==> config.mk <==
export PLATFORM = sky130hd
export DESIGN_NAME = gemm_kslice_sequencer
export DESIGN_NICKNAME = d
export VERILOG_FILES = /design/src/rtl/gemm_kslice_sequencer.sv
export SDC_FILE = /design/constraint.sdc
export NUM_CORES = 1
export LEC_CHECK = 0
export CORE_MARGIN = 2
export CORE_UTILIZATION = 35
export CTS_CLUSTER_DIAMETER = 60
export DETAILED_ROUTE_END_ITERATION = 10
export PLACE_DENSITY = 0.68
export SKIP_LAST_GASP = 1
export SYNTH_ARGS = -nofsm -noshare
export SYNTH_HDL_FRONTEND = slang
export SYNTH_SLANG_ARGS = --single-unit
==> constraint.sdc <==
create_clock -name clk -period 2.35 [get_ports clk]
set_clock_uncertainty 0.2 [all_clocks]
set_input_delay 0.47 -clock clk [delete_from_list [all_inputs] [get_ports clk]]
set_output_delay 0.47 -clock clk [all_outputs]
set_load 0.01 [all_outputs]
==> src/rtl/gemm_kslice_sequencer.sv <==
// K-slice sequencer feeding a 2x2 MAC array: one slice per array pass,
// partial sums fed back as acc*, final 2x2 tile on a valid/ready port.
// Ports: clk, rst_n (async, active-low); start/k_len/busy tile control;
//   s_* slice stream (valid/ready); arr_* array issue + result return;
//   res_* final tile (valid/ready).
// Build option: GEMM_SEQ_RELU_EN clamps negative results to 0 at res_y*.
module gemm_kslice_sequencer #(
  parameter int KMAX = 16,
  parameter int DW   = 8,
  parameter int AW   = 32,
  localparam int KW  = $clog2(KMAX + 1)
) (
  input  logic                 clk,
  input  logic                 rst_n,
  input  logic                 start,
  input  logic [KW-1:0]        k_len,
  output logic                 busy,
  input  logic                 s_valid,
  output logic                 s_ready,
  input  logic signed [DW-1:0] s_a0,
  input  logic signed [DW-1:0] s_a1,
  input  logic signed [DW-1:0] s_b0,
  input  logic signed [DW-1:0] s_b1,
  output logic                 arr_in_valid,
  output logic signed [DW-1:0] arr_a0,
  output logic signed [DW-1:0] arr_a1,
  output logic signed [DW-1:0] arr_b0,
  output logic signed [DW-1:0] arr_b1,
  output logic signed [AW-1:0] arr_acc00,
  output logic signed [AW-1:0] arr_acc01,
  output logic signed [AW-1:0] arr_acc10,
  output logic signed [AW-1:0] arr_acc11,
  input  logic                 arr_out_valid,
  input  logic signed [AW-1:0] arr_y00,
  input  logic signed [AW-1:0] arr_y01,
  input  logic signed [AW-1:0] arr_y10,
  input  logic signed [AW-1:0] arr_y11,
  output logic                 res_valid,
  input  logic                 res_ready,
  output logic signed [AW-1:0] res_y00,
  output logic signed [AW-1:0] res_y01,
  output logic signed [AW-1:0] res_y10,
  output logic signed [AW-1:0] res_y11
);

  typedef enum logic [2:0] {
    S_IDLE,
    S_FETCH,
    S_ISSUE,
    S_WAIT,
    S_DONE
  } state_e;

  state_e state_q, state_d;

  logic [KW-1:0] klen_q, cnt_q;
  logic [KW-1:0] klen_clamp, cnt_inc;
  logic signed [DW-1:0] a0_q, a1_q, b0_q, b1_q;
  logic signed [AW-1:0] acc_q  [4];
  logic signed [AW-1:0] part_q [4];
  logic signed [AW-1:0] y_w    [4];
  logic signed [AW-1:0] res_w  [4];

  logic start_acc, beat_acc, y_acc, last;

  assign klen_clamp = (k_len > KW'(KMAX)) ? KW'(KMAX) : k_len;
  assign cnt_inc    = cnt_q + KW'(1);
  assign last       = (cnt_inc == klen_q);

  assign start_acc = (state_q == S_IDLE)  && start;
  assign beat_acc  = (state_q == S_FETCH) && s_valid;
  assign y_acc     = (state_q == S_WAIT)  && arr_out_valid;

  assign y_w[0] = arr_y00;
  assign y_w[1] = arr_y01;
  assign y_w[2] = arr_y10;
  assign y_w[3] = arr_y11;

  always_comb begin
    state_d = state_q;
    unique case (state_q)
      S_IDLE: begin
        if (start) begin
          state_d = (klen_clamp == '0) ? S_DONE : S_FETCH;
        end
      end
      S_FETCH: if (s_valid) state_d = S_ISSUE;
      S_ISSUE: state_d = S_WAIT;
      S_WAIT: begin
        if (arr_out_valid) begin
          state_d = last ? S_DONE : S_FETCH;
        end
      end
      S_DONE: if (res_ready) state_d = S_IDLE;
      default: state_d = S_IDLE;
    endcase
  end

  always_ff @(posedge clk or negedge rst_n) begin
    if (!rst_n) begin
      state_q <= S_IDLE;
    end else begin
      state_q <= state_d;
    end
  end

  always_ff @(posedge clk or negedge rst_n) begin
    if (!rst_n) begin
      klen_q <= '0;
      cnt_q  <= '0;
      a0_q   <= '0;
      a1_q   <= '0;
      b0_q   <= '0;
      b1_q   <= '0;
      for (int i = 0; i < 4; i++) begin
        acc_q[i]  <= '0;
        part_q[i] <= '0;
      end
    end else begin
      if (start_acc) begin
        klen_q <= klen_clamp;
        cnt_q  <= '0;
        for (int i = 0; i < 4; i++) begin
          part_q[i] <= '0;
        end
      end
      if (beat_acc) begin
        a0_q <= s_a0;
        a1_q <= s_a1;
        b0_q <= s_b0;
        b1_q <= s_b1;
        for (int i = 0; i < 4; i++) begin
          acc_q[i] <= part_q[i];
        end
      end
      if (y_acc) begin
        cnt_q <= cnt_inc;
        for (int i = 0; i < 4; i++) begin
          part_q[i] <= y_w[i];
        end
      end
    end
  end

  // Clamp only the presented tile; fed-back acc stays raw.
  always_comb begin
    for (int i = 0; i < 4; i++) begin
`ifdef GEMM_SEQ_RELU_EN
      res_w[i] = part_q[i][AW-1] ? '0 : part_q[i];
`else
      res_w[i] = part_q[i];
`endif
    end
  end

  assign busy         = (state_q != S_IDLE);
  assign s_ready      = (state_q == S_FETCH);
  assign arr_in_valid = (state_q == S_ISSUE);
  assign res_valid    = (state_q == S_DONE);

  assign arr_a0    = a0_q;
  assign arr_a1    = a1_q;
  assign arr_b0    = b0_q;
  assign arr_b1    = b1_q;
  assign arr_acc00 = acc_q[0];
  assign arr_acc01 = acc_q[1];
  assign arr_acc10 = acc_q[2];
  assign arr_acc11 = acc_q[3];

  assign res_y00 = res_w[0];
  assign res_y01 = res_w[1];
  assign res_y10 = res_w[2];
  assign res_y11 = res_w[3];

endmodule

==> metrics.yaml <==
cells_and_area:
  finish.net_count: 1646
  final_cells: 1949
  antenna_cells: 0
  area_growth_pct: 54.2
  drive_above_1_share_pct: 18.3
critical_path:
  path_buf_inv: 2
  cp.arrival_ns: 1.57
  critical_path.endpoint_type: "primary output"
  cp_max_fo: 5
  cp_top_family: "buffers and inverters"
  cp_slowest_cell: "dfrtp_1"
  crit_chain: "inv_1, nor3_2, dlygate4sd2_1"
  startpoint_type: "register"
  required_ns: 1.68
  rrSetupSlack_ns: 0.29
  worstSetupPathType: "reg2out"
  critPathMaxStageDelay_ns: 0.44
timing:
  fmax_ghz: 0.445
  fin_crit_ns: 2.24
  setup_viol: 0
  hold_violations: 0
  slew_headroom_pct: 63.4
  rsz0062_at_grt: "false"
  final.period_utilization_pct: 95.5
  tightest_slew_ns: 0.542
  worst_hold_slack_ns: 0.205
  tns_ns: 0
  finalMaxSlewViolations: 0
outcome:
  status: "finished clean"
global_route:
  grt_pass1_vias: 9748
  antenna_found_initial: 1
  grt_usage_pct: 19.4
  grt_max_degree: 75
  grt_pass1_wl_um: 55600
  grt-ovfl-total: 0
floorplanning:
  die_h_um: 191
  rows: 68
  core_area_mm2: 0.0345
  start_util_pct: 35.5
  ios: 463
  dieArea_mm2: 0.0365
  die_w_um: 191
logic_synthesis:
  syn_area_mm2: 0.0123
  async_reset_ff_share_pct: 100
  ys_ff_latch: 301
  synth-main-ff-cell: "dfrtp_1"
  synth_edf_count: 0
  synth.yosys.warnings: 0
  synth_area_per_cell_um2: 12.5
  ys_top_cells_by_area: "dfrtp_1 61%, mux2_4 12%, nand2_1 8.4%, o21ai_0 5.6%, mux2_2 5.5%"
  ys_types: 35
  ys_top_cells_by_count: "301 x dfrtp_1, 275 x nand2_1, 138 x o21ai_0"
  yosysSeqAreaShare_pct: 61.5
  yosysTopAreaCell: "dfrtp_1"
  syn_inst: 983
  synth.net_count: 1155
  post-synth-top-area-fraction_pct: 61.5
  synth_most_common_cell: "dfrtp_1"
power:
  power_mw: 28.0
  ir_drop_uv: 924
  p_leak_nw: 8.26
  power.density_mw_per_mm2: 1480
clock_network:
  numCtsBuffers: 35
  cts_tree: "yes"
  cts_root_buf: "clkbuf_16"
  clk_pin_slew_worst_paths_ns: 0.06
  clock_path_buffers: 3
  clk_latency_ns: 0.50
  clock_sinks: 301
  h-tree-depth: 2
drt:
  dr.pass1.iters: 5
  drc: 0
  viasPerCell: 4.76
  post_drt_wl_per_cell_um: 18.7
  vias: 9278
  routed_wl_um: 36400
  drt_iter0_markers: 334
  ant_nets: 0
placement:
  io_buffer_count: 462
  gp_congestion: 0.802
  hpwlAfterDp_um: 25900
  dp.cells: 1890
flow_run:
  maxCapViolCount: 0
min_path:
  hold_path.class: "in2async"
-- area by class of cell --
type	count	area [um^2]
Inverter	2	7.51
Fill cell	2895	15600
Timing Repair Buffer	518	5360
Clock inverter	9	163
Tap cell	455	569
Clock buffer	48	1010
Sequential cell	301	7530
Multi-Input combinational cell	616	4250
-- per-layer routing --
layer	vias to the layer above	wire (um)	GRT usage [%]
met1	4579	15600	25.1
met2	365	16900	31.6
met5	-	13	0
li1	4283	-	-
met4	2	705	4.64
met3	49	3200	6.08
-- placed cells by master, fill, tap and decap left out, drive strengths merged, types with 4 or more instances in the layout --
cell and count:
clkdlybuf4s50 457, dfrtp 301, nand2 275, mux2 160
o21ai 138, buf 56, clkbuf 48, nor2 5
nand3 4, nand3b 4, bufinv 4, dlygate4sd2 4
clkinv 4
-- final timing paths --
kind | startpoint | end | cells after the start
worst max-delay path | state_q[2] | res_valid | 3
worst min-delay path | rst_n | arr_acc11[0] | 2
worst max register to register | cnt_q[0] | state_q[0] | 5
worst min register to register | klen_q[0] | klen_q[0] | 2
max in group asynchronous | rst_n | res_y11[31] | 4
min in group clk | klen_q[0] | klen_q[0] | 2
-- flip-flops by register name (all words and copies together), names as in the netlist --
name / flops
arr_a0: 8
arr_a1: 8
arr_acc00: 32
arr_acc01: 32
arr_acc10: 32
arr_acc11: 32
arr_b0: 8
arr_b1: 8
cnt_q: 5
klen_q: 5
res_y00: 32
res_y01: 32
res_y10: 32
res_y11: 32
state_q: 3
-- stage by stage --
step / worst slack (ns) / util [%] / cell area (um^2)
3_3_place_gp: 0.108 / 51.3 / 17700
3_5_place_dp: 0.0925 / 51.3 / 17700
6_report: 0.105 / 54.7 / 18900
2_1_floorplan: 0.365 / - / 12300
5_1_grt: 0.00878 / 54.7 / 18900
4_1_cts: 0.0964 / 54.7 / 18900
-- power by group --
group          leakage (nW)  switching (mW)  internal, mW
Combinational          3.83            5.10          7.67
Clock                 0.568            2.11          3.43
Sequential             3.86            1.94          7.79
Total                  8.26            9.15          18.9
-- logic make-up after synthesis --
| kind of cell | share of synthesized area, % |
|---|---|
| AND/OR/NAND/NOR | 10.2 |
| flip-flops | 61.5 |
| multiplexers | 17.8 |
| AO/OA/AOI/OAI | 6.05 |
| buffers and inverters | 3.98 |
| XOR/XNOR | 0.429 |
| adder cells (fa/ha/maj) | 0.102 |
-- worst reg2reg max path, stage by stage, from the launching register on --
cell and delay (ns):
dfrtp_1 0.43, ha_1 0.30, nor3b_1 0.18, o21a_1 0.17
o311ai_0 0.51, o211a_1 0.21
-- what timing repair did --
action                                 in CTS  in global routing
hold buffers                                1                  0
endpoints found under the hold margin     290                  0
setup endpoints to repair                   4                  0
gates resized for setup                     6                  0
setup buffers                               1                  0
No activity file was read; power rests on OpenSTA's default activity.
